$ cat src/rtl/rle_enc_param_if.sv
// Stream bundle for the run-length encoder: symbol beats in, (symbol, count) tokens out.
// The master side drives symbols and out_rdy. The slave side is the encoder.
interface rle_enc_param_if #(
  parameter int SYMBOL_WIDTH = 2,
  parameter int COUNT_WIDTH  = 4
);
  logic [SYMBOL_WIDTH-1:0] in_data;
  logic                    in_vld;
  logic                    in_last;
  logic                    in_rdy;
  logic [SYMBOL_WIDTH-1:0] out_symbol;
  logic [COUNT_WIDTH-1:0]  out_count;
  logic                    out_last;
  logic                    out_vld;
  logic                    out_rdy;

  modport master (
    output in_data, in_vld, in_last, out_rdy,
    input  in_rdy, out_symbol, out_count, out_last, out_vld
  );

  modport slave (
    input  in_data, in_vld, in_last, out_rdy,
    output in_rdy, out_symbol, out_count, out_last, out_vld
  );
endinterface

$ cat src/rtl/rle_enc_param.sv
// Parametrised run-length encoder with saturating counts and last-driven flush.
// The output token sits in a single register stage.
module rle_enc_param #(
  parameter int SYMBOL_WIDTH = 2,
  parameter int COUNT_WIDTH  = 4
) (
  input  logic           clk,
  input  logic           reset,
  rle_enc_param_if.slave bus
);
  localparam logic [COUNT_WIDTH-1:0] MAX_CNT = {COUNT_WIDTH{1'b1}};
  localparam logic [COUNT_WIDTH-1:0] ONE_CNT = COUNT_WIDTH'(1);

  typedef enum logic [1:0] {
    IDLE  = 2'd0,
    RUN   = 2'd1,
    FLUSH = 2'd2
  } state_t;

  state_t                  state_r;
  state_t                  state_nxt_s;
  logic [SYMBOL_WIDTH-1:0] run_sym_r;
  logic [SYMBOL_WIDTH-1:0] run_sym_nxt_s;
  logic [COUNT_WIDTH-1:0]  run_cnt_r;
  logic [COUNT_WIDTH-1:0]  run_cnt_nxt_s;

  logic [SYMBOL_WIDTH-1:0] out_symbol_r;
  logic [COUNT_WIDTH-1:0]  out_count_r;
  logic                    out_last_r;
  logic                    out_vld_r;

  logic                    slot_free_s;
  logic                    in_rdy_s;
  logic                    accept_s;
  logic                    same_sym_s;
  logic                    emit_s;
  logic [SYMBOL_WIDTH-1:0] emit_sym_s;
  logic [COUNT_WIDTH-1:0]  emit_cnt_s;
  logic                    emit_last_s;

  // Handshake qualifiers shared by the FSM and the output stage.
  always_comb begin
    slot_free_s = !out_vld_r || bus.out_rdy;
    in_rdy_s    = !reset && (state_r != FLUSH) && slot_free_s;
    accept_s    = bus.in_vld && in_rdy_s;
    same_sym_s  = (bus.in_data == run_sym_r);
  end

  // Next state, next run register and token to emit.
  always_comb begin
    state_nxt_s   = state_r;
    run_sym_nxt_s = run_sym_r;
    run_cnt_nxt_s = run_cnt_r;
    emit_s        = 1'b0;
    emit_sym_s    = run_sym_r;
    emit_cnt_s    = run_cnt_r;
    emit_last_s   = 1'b0;
    case (state_r)
      IDLE: begin
        if (accept_s && bus.in_last) begin
          emit_s      = 1'b1;
          emit_sym_s  = bus.in_data;
          emit_cnt_s  = ONE_CNT;
          emit_last_s = 1'b1;
        end else if (accept_s) begin
          run_sym_nxt_s = bus.in_data;
          run_cnt_nxt_s = ONE_CNT;
          state_nxt_s   = RUN;
        end else begin
          state_nxt_s = IDLE;
        end
      end
      RUN: begin
        if (accept_s && same_sym_s && (run_cnt_r != MAX_CNT)) begin
          if (bus.in_last) begin
            emit_s        = 1'b1;
            emit_cnt_s    = run_cnt_r + ONE_CNT;
            emit_last_s   = 1'b1;
            run_sym_nxt_s = {SYMBOL_WIDTH{1'b0}};
            run_cnt_nxt_s = {COUNT_WIDTH{1'b0}};
            state_nxt_s   = IDLE;
          end else begin
            run_cnt_nxt_s = run_cnt_r + ONE_CNT;
          end
        end else if (accept_s) begin
          // Symbol change or saturation: close the held run, the beat opens a new one.
          emit_s        = 1'b1;
          run_sym_nxt_s = bus.in_data;
          run_cnt_nxt_s = ONE_CNT;
          state_nxt_s   = bus.in_last ? FLUSH : RUN;
        end else begin
          state_nxt_s = RUN;
        end
      end
      FLUSH: begin
        if (slot_free_s) begin
          emit_s        = 1'b1;
          emit_cnt_s    = ONE_CNT;
          emit_last_s   = 1'b1;
          run_sym_nxt_s = {SYMBOL_WIDTH{1'b0}};
          run_cnt_nxt_s = {COUNT_WIDTH{1'b0}};
          state_nxt_s   = IDLE;
        end else begin
          state_nxt_s = FLUSH;
        end
      end
      default: begin
        run_sym_nxt_s = {SYMBOL_WIDTH{1'b0}};
        run_cnt_nxt_s = {COUNT_WIDTH{1'b0}};
        state_nxt_s   = IDLE;
      end
    endcase
  end

  // State and run register.
  always_ff @(posedge clk) begin
    if (reset) begin
      state_r   <= IDLE;
      run_sym_r <= {SYMBOL_WIDTH{1'b0}};
      run_cnt_r <= {COUNT_WIDTH{1'b0}};
    end else begin
      state_r   <= state_nxt_s;
      run_sym_r <= run_sym_nxt_s;
      run_cnt_r <= run_cnt_nxt_s;
    end
  end

  // Output token register. An emit only happens when the slot is free.
  always_ff @(posedge clk) begin
    if (reset) begin
      out_vld_r    <= 1'b0;
      out_symbol_r <= {SYMBOL_WIDTH{1'b0}};
      out_count_r  <= {COUNT_WIDTH{1'b0}};
      out_last_r   <= 1'b0;
    end else if (emit_s) begin
      out_vld_r    <= 1'b1;
      out_symbol_r <= emit_sym_s;
      out_count_r  <= emit_cnt_s;
      out_last_r   <= emit_last_s;
    end else if (bus.out_rdy) begin
      out_vld_r <= 1'b0;
    end else begin
      out_vld_r <= out_vld_r;
    end
  end

  assign bus.in_rdy     = in_rdy_s;
  assign bus.out_vld    = out_vld_r;
  assign bus.out_symbol = out_symbol_r;
  assign bus.out_count  = out_count_r;
  assign bus.out_last   = out_last_r;
endmodule

$ cat src/flat_wrapper.sv
// flat-port wrapper written by rule: the top's interface ports become plain ports
module rle_enc_param_flat 
#(
  parameter int SYMBOL_WIDTH = 2,
  parameter int COUNT_WIDTH  = 4
)
  (clk, reset, bus_in_data, bus_in_vld, bus_in_last, bus_out_rdy, bus_in_rdy, bus_out_symbol, bus_out_count, bus_out_last, bus_out_vld);
  rle_enc_param_if #(.SYMBOL_WIDTH(SYMBOL_WIDTH), .COUNT_WIDTH(COUNT_WIDTH)) bus_i ();
  input  logic clk;
  input  logic reset;
  input wire logic [$bits(bus_i.in_data)-1:0] bus_in_data;
  input wire logic [$bits(bus_i.in_vld)-1:0] bus_in_vld;
  input wire logic [$bits(bus_i.in_last)-1:0] bus_in_last;
  input wire logic [$bits(bus_i.out_rdy)-1:0] bus_out_rdy;
  output wire logic [$bits(bus_i.in_rdy)-1:0] bus_in_rdy;
  output wire logic [$bits(bus_i.out_symbol)-1:0] bus_out_symbol;
  output wire logic [$bits(bus_i.out_count)-1:0] bus_out_count;
  output wire logic [$bits(bus_i.out_last)-1:0] bus_out_last;
  output wire logic [$bits(bus_i.out_vld)-1:0] bus_out_vld;
  assign bus_i.in_data = bus_in_data;
  assign bus_i.in_vld = bus_in_vld;
  assign bus_i.in_last = bus_in_last;
  assign bus_i.out_rdy = bus_out_rdy;
  assign bus_in_rdy = bus_i.in_rdy;
  assign bus_out_symbol = bus_i.out_symbol;
  assign bus_out_count = bus_i.out_count;
  assign bus_out_last = bus_i.out_last;
  assign bus_out_vld = bus_i.out_vld;
  rle_enc_param #(.SYMBOL_WIDTH(SYMBOL_WIDTH), .COUNT_WIDTH(COUNT_WIDTH)) u_core (.clk(clk), .reset(reset), .bus(bus_i));
endmodule
$ cat config.mk
export PLATFORM = sky130hd
export DESIGN_NAME = rle_enc_param_flat
export DESIGN_NICKNAME = d
export VERILOG_FILES = /design/src/rtl/rle_enc_param_if.sv /design/src/rtl/rle_enc_param.sv /design/src/flat_wrapper.sv
export SDC_FILE = /design/constraint.sdc
export NUM_CORES = 1
export LEC_CHECK = 0
export CAP_MARGIN = 20
export CORE_UTILIZATION = 47
export CTS_CLUSTER_SIZE = 10
export DETAILED_ROUTE_END_ITERATION = 16
export HOLD_SLACK_MARGIN = 0.02
export PLACE_DENSITY = 0.74
export SETUP_SLACK_MARGIN = 0.3
export SLEW_MARGIN = 5
export SYNTH_ARGS = -nofsm -noshare
export SYNTH_HDL_FRONTEND = slang
export SYNTH_SLANG_ARGS = --single-unit
$ cat constraint.sdc
create_clock -name clk -period 1.47 [get_ports clk]
set_input_delay 0.294 -clock clk [delete_from_list [all_inputs] [get_ports clk]]
set_output_delay 0.294 -clock clk [all_outputs]
set_load 0.005 [all_outputs]
==> summary.txt, run 1 <==
tool error - [ERROR DPL-0038] Utilization greater than 100%, impossible to legalize
share of flip-flops with an asynchronous set or reset - 0%
Cell Rows - 16
Die W - 48.8 um
Syn Area/Cell - 8.12 um^2
largest net degree at the start of global routing - 17
DIE HEIGHT - 48.8 um
top cells by count, synth - nor2_1 (17), dfxtp_1 (16), nand2_1 (10)
post-synthesis sequential area ratio - 31.1%
top cells by area, synth - dfxtp_1 (31%), nor2_1 (6.2%), a211oi_1 (3.6%)
Clock Path Buffers - 2
worst_ep grt - u_core.bus.out_count[2]$_SDFFE_PP0P_/D
most common cell in the synthesized netlist - nor2_1
TritonCTS buffer count - 3
EDFF count, synth - 0
CTS H-tree lvls - 1
failing step - 5_1_grt
Synthesized Nets - 136
Post-synth top flop - dfxtp_1
DP Wirelength - 2640 um
Synth warnings - 0
root buffer cell - clkbuf_4
Seq cells post-synth - 16
I/O pins - 16
Cells after Synth - 127
CTS sink cnt - 16
Initial Utilization - 51.5%
share of the synthesized area in the top cell type - 31.1%
Netlist Area Pre-Place - 1030 um^2
post-synth cell types - 49
IO Port Bufs - 15
largest area contributor in the netlist - dfxtp_1
Worst EP kind - register input
GPL Wtd Cong - 1.01
status - aborted with a tool error
-- cells by family after synthesis --
family,share of synthesized area [%]
multiplexers,1.94
AND/OR/NAND/NOR,28.0
buffers and inverters,5.95
AO/OA/AOI/OAI,28.0
adder cells (fa/ha/maj),2.43
flip-flops,31.1
XOR/XNOR,2.55
-- what timing repair did --
| item | in CTS |
|---|---|
| setup buffers | 14 |
| setup endpoints to repair | 25 |
| pin swaps | 21 |
| hold buffers | 0 |
| gates resized for setup | 70 |
-- through the flow --
stage                     setup WS [ps]  cell area (um^2)  instances  util, %
after floorplan                   -27.2              1130        127        -
after global placement             -535              1590        207     79.3
after detailed placement           -613              1590        207     79.3
after CTS                          -116              1930        225     96.6
==> run 2: changes to the inputs <==
--- a/config.mk
+++ b/config.mk
@@ -6,12 +6,10 @@
 export NUM_CORES = 1
 export LEC_CHECK = 0
 export CAP_MARGIN = 20
-export CORE_UTILIZATION = 47
-export CTS_CLUSTER_SIZE = 10
+export CORE_AREA = 2 2 63 65
 export DETAILED_ROUTE_END_ITERATION = 16
-export HOLD_SLACK_MARGIN = 0.02
-export PLACE_DENSITY = 0.74
-export SETUP_SLACK_MARGIN = 0.3
+export DIE_AREA = 0 0 65 67
+export PLACE_DENSITY_LB_ADDON = 0.15
 export SLEW_MARGIN = 5
 export SYNTH_ARGS = -nofsm -noshare
 export SYNTH_HDL_FRONTEND = slang
==> constraint.sdc (replaced) <==
create_clock -name clk -period 1.91 [get_ports clk]
set_input_delay 0.382 -clock clk [delete_from_list [all_inputs] [get_ports clk]]
set_output_delay 0.382 -clock clk [all_outputs]
set_load 0.005 [all_outputs]
==> run 2 against run 1 <==
Effect of this change:
- the flow now finishes without violations
- synthesized cell count unchanged
- area after synthesis unchanged
==> summary.txt, run 2 <==
status - finished clean
detailed-route wire length - 2960 um
layout cells sized above 1 - 33.1%
crit end category - flip-flop
I/O pins - 16 (unchanged)
Overflow after GRT - 0
CP max stage delay - 420 ps
total number of vias - 1095
Int Pwr - 667 uW
Seq cells post-synth - 16 (unchanged)
routed vias/inst - 4.98
Leak - 0.641 nW
post-synthesis sequential area ratio - 31.1% (unchanged)
worst hold path class - flip-flop to flip-flop
Tot Pwr - 914 uW
worst vdd ir - 0.325 mV
# setup viols final - 0
worst hold path depth - 2
area delta synth->final - 53.9%
Core Box Area - 3610 um^2
fmax - 547 MHz
Pre-Repair DR Iteration Count - 4
Logic pwr share - 25.9%
most common cell in the synthesized netlist - nor2_1
DIE HEIGHT - 67 um (+37%)
DP Wirelength - 2290 um (-13%)
Post-route DRC - 0
top cells by area, synth - dfxtp_1 (31%), nor2_1 (6.2%), a211oi_1 (3.6%)
root buffer cell - clkbuf_8
drt wl/cell - 13.5 um
global-route wire length before repair - 5080 um
post-synth cell types - 49 (unchanged)
Netlist Area Pre-Place - 1030 um^2 (unchanged)
largest area contributor in the netlist - dfxtp_1
reg2reg end - u_core.run_sym_r[1]
Tot GR Track Use - 15.3%
CTS sink cnt - 16 (unchanged)
full die area - 4360 um^2
P_sw - 247 uW
origin of the critical flop-to-flop path - u_core.run_cnt_r[1]
share of flip-flops with an asynchronous set or reset - 0% (unchanged)
Syn Area/Cell - 8.12 um^2 (unchanged)
largest net degree at the start of global routing - 12
most common cell after layout, fill and taps aside - buf_4
worst hold path endpoint - u_core.bus.out_count[1]
Die W - 65 um (+33%)
Cell Rows - 22 (+6)
Final nets - 182
ANT cells - 0
top cells by count, synth - nor2_1 (17), dfxtp_1 (16), nand2_1 (10)
Worst Skew - 7.69 ps
IO Port Bufs - 15 (unchanged)
Synthesized Nets - 136 (unchanged)
hold_sp - u_core.bus.out_count[1]
Initial Utilization - 28.6% (-23 points)
# fillers - 362
Clk Latency, worst-skew pair - 250 ps
startpoint types - input pin
Slew @ Worst Pin - 444 ps
crit-path cells - clkdlybuf4s50_1 -> and2b_4 -> a21oi_2 -> or3_4 -> a222oi_1 -> a211oi_1
R2R cell count - 7
Cells after Synth - 127 (unchanged)
Slowest cell on crit path - clkdlybuf4s50_1
Synth warnings - 0 (unchanged)
antenna viol nets, final - 0
Worst Path Max Fanout - 2
RSZ-0062 raised after global routing - yes
Critical Path RT - 2050 ps
crit path launch - reset
CTS H-tree lvls - 1 (unchanged)
final hold violations - 0
Slew headroom - 70.4%
most frequent cells in the layout - buf_4 (35), nor2_1 (17), dfxtp_1 (16), clkdlybuf4s50_1 (14), nand2_1 (10)
Max-cap violations - 0
TritonCTS buffer count - 3 (unchanged)
critical path class - input pin to flip-flop
share of the synthesized area in the top cell type - 31.1% (unchanged)
switching share of power - 27.0%
post-route minimum period - 1830 ps
crit path DAT - 1970 ps
initial antenna violation count - 0
Reg power frac - 40.5%
Clock Path Buffers - 2 (unchanged)
period utilization - 95.8%
Pins Over Slew Limit - 0
setup_tns - 0 ps
Clk pwr share - 33.7%
worst reg-to-reg setup slack - 150 ps
number of global-route vias before repair - 1063
clock slew at reported path FFs - 70 ps
EDFF count, synth - 0 (unchanged)
P per Cell Area - 576 nW/um^2
Post-synth top flop - dfxtp_1
post-CTS setup buffers - 0 (-14)
GPL Wtd Cong - 0.856 (-15%)
initial DRC count - 67
CTS tree - yes
## run 2: cell counts after synthesis
No cell type changed its count.
## run 2: logic make-up (layout without fill, tap and decap cells)
kind of cell             Yosys count  count (layout)  share of synthesized area [%]
AND/OR/NAND/NOR                   54              54                           28.0
multiplexers                       2               2                           1.94
flip-flops                        16              16                           31.1
AO/OA/AOI/OAI                     38              38                           28.0
buffers and inverters             12              57                           5.95
adder cells (fa/ha/maj)            2               2                           2.43
XOR/XNOR                           3               3                           2.55
## run 2: worst max-delay path by stage
stage                               to  slack [ps]
2_1_floorplan  u_core.bus.out_count[2]         270
3_3_place_gp   u_core.bus.out_count[1]        -260
3_5_place_dp   u_core.bus.out_count[3]        -280
4_1_cts        u_core.bus.out_count[3]          10
5_1_grt            u_core.run_sym_r[0]          -3
6_report       u_core.bus.out_count[2]          80
## run 2: power by group through the flow
| stage | Combinational (mW) | Sequential, mW | Clock [mW] |
|---|---|---|---|
| after floorplan | 0.110 | 0.371 | 0 |
| after global placement | 0.221 | 0.375 | 0 |
| after detailed placement | 0.221 | 0.376 | 0 |
| after CTS | 0.222 | 0.369 | 0.319 |
| after global routing | 0.258 | 0.373 | 0.332 |
| final | 0.236 | 0.370 | 0.308 |
## run 2: repair_timing
item	in CTS	in global routing
hold endpoints to repair	0	0
hold buffers	0	0
pin swaps	0	1
resized for setup	3	13
setup endpoints to repair	2	9
## run 2: cell type report
class / count / area (um^2) / share of cell area [%]
Clock buffer: 4 / 55.1 / 3.47
Multi-Input combinational cell: 99 / 728 / 45.9
Timing Repair Buffer: 50 / 412 / 25.9
Tap cell: 48 / 60.1 / 3.79
Inverter: 3 / 11.3 / 0.710
Sequential cell: 16 / 320 / 20.2
## run 2: worst max-delay path, delay by kind of cell
| kind | cells | cell delay, ps |
|---|---|---|
| AND/OR/NAND/NOR | 2 | 660 |
| AO/OA/AOI/OAI | 3 | 510 |
| buffers and inverters | 1 | 420 |
## run 2: per-stage QoR
step	util (%)	std cells	hold slack (ps)	area (um^2)	setup slack (ps)
CTS	42.0	220	502	1520	12.8
detailed placement	40.3	216	491	1450	-275
floorplan	-	127	482	1030	274
finish	44.0	220	495	1590	80.4
global route	44.0	220	522	1590	-3.00
global placement	40.3	216	484	1450	-257
## run 2: metal layers
metal	vias to the layer above	GRT usage (%)	share of wire, %
li1	559	-	-
met3	4	3.55	3.8
met2	21	24.6	46
met1	511	20.8	49
met5	-	0	0
met4	0	3.19	1.1
Power figures use the tool's default switching activity.
==> run 3: changes to the inputs <==
==> constraint.sdc (replaced) <==
create_clock -name clk -period 2.3 [get_ports clk]
set_input_delay 0.46 -clock clk [delete_from_list [all_inputs] [get_ports clk]]
set_output_delay 0.46 -clock clk [all_outputs]
set_load 0.005 [all_outputs]
==> run 3 against run 2 <==
Effect of this change:
- non-clock buffer count down 21
- design area down 15%
- sequential power shrank 17%
- count of clock-buffer cells in the layout is 1 lower
- core utilization fell by 6.7 points
==> summary.txt, run 3 (synthesized netlist as in run 2, its figures left out) <==
worst vdd ir - 0.202 mV (-38%)
antenna viol nets, final - 0 (unchanged)
Post-Place Worst Slack - 35.5 ps (+311 ps)
worst setup margin - 92.4 ps (+12.0 ps)
CTS H-tree lvls - 1 (unchanged)
CP most frequent cell - clkdlybuf4s50_1
TritonCTS buffer count - 3 (unchanged)
Worst Skew - 7.98 ps (+0.289 ps)
largest net degree at the start of global routing - 18 (+6)
Worst Path Max Fanout - 4 (+2)
crit-path cells - clkdlybuf4s50_1 -> nand2b_4 -> nand2_1 -> nor2_1 -> clkdlybuf4s50_1
Clk Latency, worst-skew pair - 260 ps (about the same)
Cell Rows - 22 (unchanged)
number of global-route vias before repair - 944 (-11%)
status - finished clean
ANT cells - 0 (unchanged)
crit end category - output port
startpoint types - input pin
# fillers - 382 (+5.5%)
DP Wirelength - 2080 um (-9.2%)
layout cells sized above 1 - 17.3% (-16 points)
post-route minimum period - 2210 ps
Overflow after GRT - 0 (unchanged)
most frequent cells in the layout - nor2_1 (17), dfxtp_1 (16), clkdlybuf4s50_1 (15), buf_4 (14), nand2_1 (10)
Initial Utilization - 28.6% (unchanged)
fmax - 453 MHz
crit path DAT - 1750 ps (-220 ps)
routed vias/inst - 5.06 (+1.7%)
Pins Over Slew Limit - 0 (unchanged)
Core Box Area - 3610 um^2 (unchanged)
critical path class - input pin to output port
Slew @ Worst Pin - 550 ps (+106 ps)
Tot GR Track Use - 13.9% (-1.4 points)
final core occ - 37.3% (-6.7 points)
detailed-route wire length - 2670 um (-9.9%)
Die W - 65 um (unchanged)
Tot Pwr - 693 uW (-24%)
# setup viols final - 0 (unchanged)
CTS tree - yes
Post-route DRC - 0 (unchanged)
CP max stage delay - 500 ps (+80 ps)
final hold violations - 0 (unchanged)
total number of vias - 1002 (-8.5%)
area delta synth->final - 30.5%
IO Port Bufs - 15 (unchanged)
period utilization - 96.0%
full die area - 4360 um^2 (unchanged)
Pre-Repair DR Iteration Count - 4 (unchanged)
post-CTS setup buffers - 0 (unchanged)
worst hold path class - flip-flop to flip-flop
I/O pins - 16 (unchanged)
Clock Path Buffers - 2 (unchanged)
Max-cap violations - 0 (unchanged)
drt wl/cell - 13.5 um (about the same)
initial DRC count - 24 (-64%)
global-route wire length before repair - 4530 um (-11%)
CTS sink cnt - 16 (unchanged)
Final nets - 161 (-12%)
WP buf/inv - 2 (+1)
Slowest cell on crit path - clkdlybuf4s50_1
P per Cell Area - 515 nW/um^2 (-11%)
Slew headroom - 63.3% (-7.1 points)
initial antenna violation count - 0 (unchanged)
Critical Path RT - 1840 ps (-210 ps)
root buffer cell - clkbuf_8
GPL Wtd Cong - 0.835 (-2.3%)
most common cell after layout, fill and taps aside - nor2_1
DIE HEIGHT - 67 um (unchanged)
Leak - 0.512 nW (-20%)
clock slew at reported path FFs - 60 ps (about the same)
# hold bufs at CTS - 0 (unchanged)
Crit path max-delay family - buffers and inverters
run 3: layer usage:
| layer | share of wire (%) | GRT usage, % | routed length [um] | up-vias |
|---|---|---|---|---|
| li1 | - | - | - | 520 |
| met3 | 3.6 | 1.52 | 97 | 5 |
| met5 | 0 | 0 | 0 | - |
| met1 | 48 | 18.9 | 1290 | 460 |
| met4 | 2.1 | 7.18 | 57 | 0 |
| met2 | 46 | 21.5 | 1230 | 17 |
run 3: timing repair:
| item | CTS | global route |
|---|---|---|
| hold endpoints to repair | 0 | 0 |
| endpoints found under the setup margin | 0 | 1 |
| resized for setup | 0 | 2 |
run 3: final cells by class:
type                            instances  area (um^2)  area share (%)
Multi-Input combinational cell         99          657            48.8
Inverter                                3         11.3           0.837
Tap cell                               48         60.1            4.47
Sequential cell                        16          320            23.8
Timing Repair Buffer                   29          255            19.0
Clock buffer                            3         41.3            3.07
run 3: worst paths after layout:
path                                          start                 endpoint  slack, ps  depth (start not counted)
worst min-delay path            u_core.bus.out_last      u_core.bus.out_last        500                          2
worst min register to register  u_core.bus.out_last      u_core.bus.out_last        500                          2
worst max register to register    u_core.state_r[0]  u_core.bus.out_count[3]        450                          5
worst max-delay path                    bus_out_rdy               bus_in_rdy         90                          5
run 3: through the flow:
step / TNS, ps / instances / cell area (um^2) / hold slack [ps]
2_1_floorplan: 0 / 127 / 1030 / 482
3_3_place_gp: 0 / 195 / 1300 / 488
3_5_place_dp: 0 / 195 / 1300 / 488
4_1_cts: 0 / 198 / 1340 / 504
5_1_grt: -3.94 / 198 / 1350 / 534
6_report: 0 / 198 / 1350 / 498
run 3: where the power goes:
part / leakage, nW / switching [mW] / total [mW] / internal [mW]
Clock: 0.0216 / 0.111 / 0.227 / 0.117
Sequential: 0.131 / 0.0149 / 0.308 / 0.293
Combinational: 0.359 / 0.0734 / 0.158 / 0.0849
Total: 0.512 / 0.199 / 0.693 / 0.494
run 3: worst reg2reg max path: stages, from the launching register on:
cell      delay [ps]
dfxtp_1          520
nor2b_2          350
and3_1           270
a21bo_1          290
nor2_1            70
a311oi_1         250
==> run 4: changes to the inputs <==
--- a/config.mk
+++ b/config.mk
@@ -7,6 +7,7 @@
 export LEC_CHECK = 0
 export CAP_MARGIN = 20
 export CORE_AREA = 2 2 63 65
+export CTS_CLUSTER_SIZE = 12
 export DETAILED_ROUTE_END_ITERATION = 16
 export DIE_AREA = 0 0 65 67
 export PLACE_DENSITY_LB_ADDON = 0.15
==> results of run 4 <==
Final layout, timing and power as in run 3 (identical DEF).
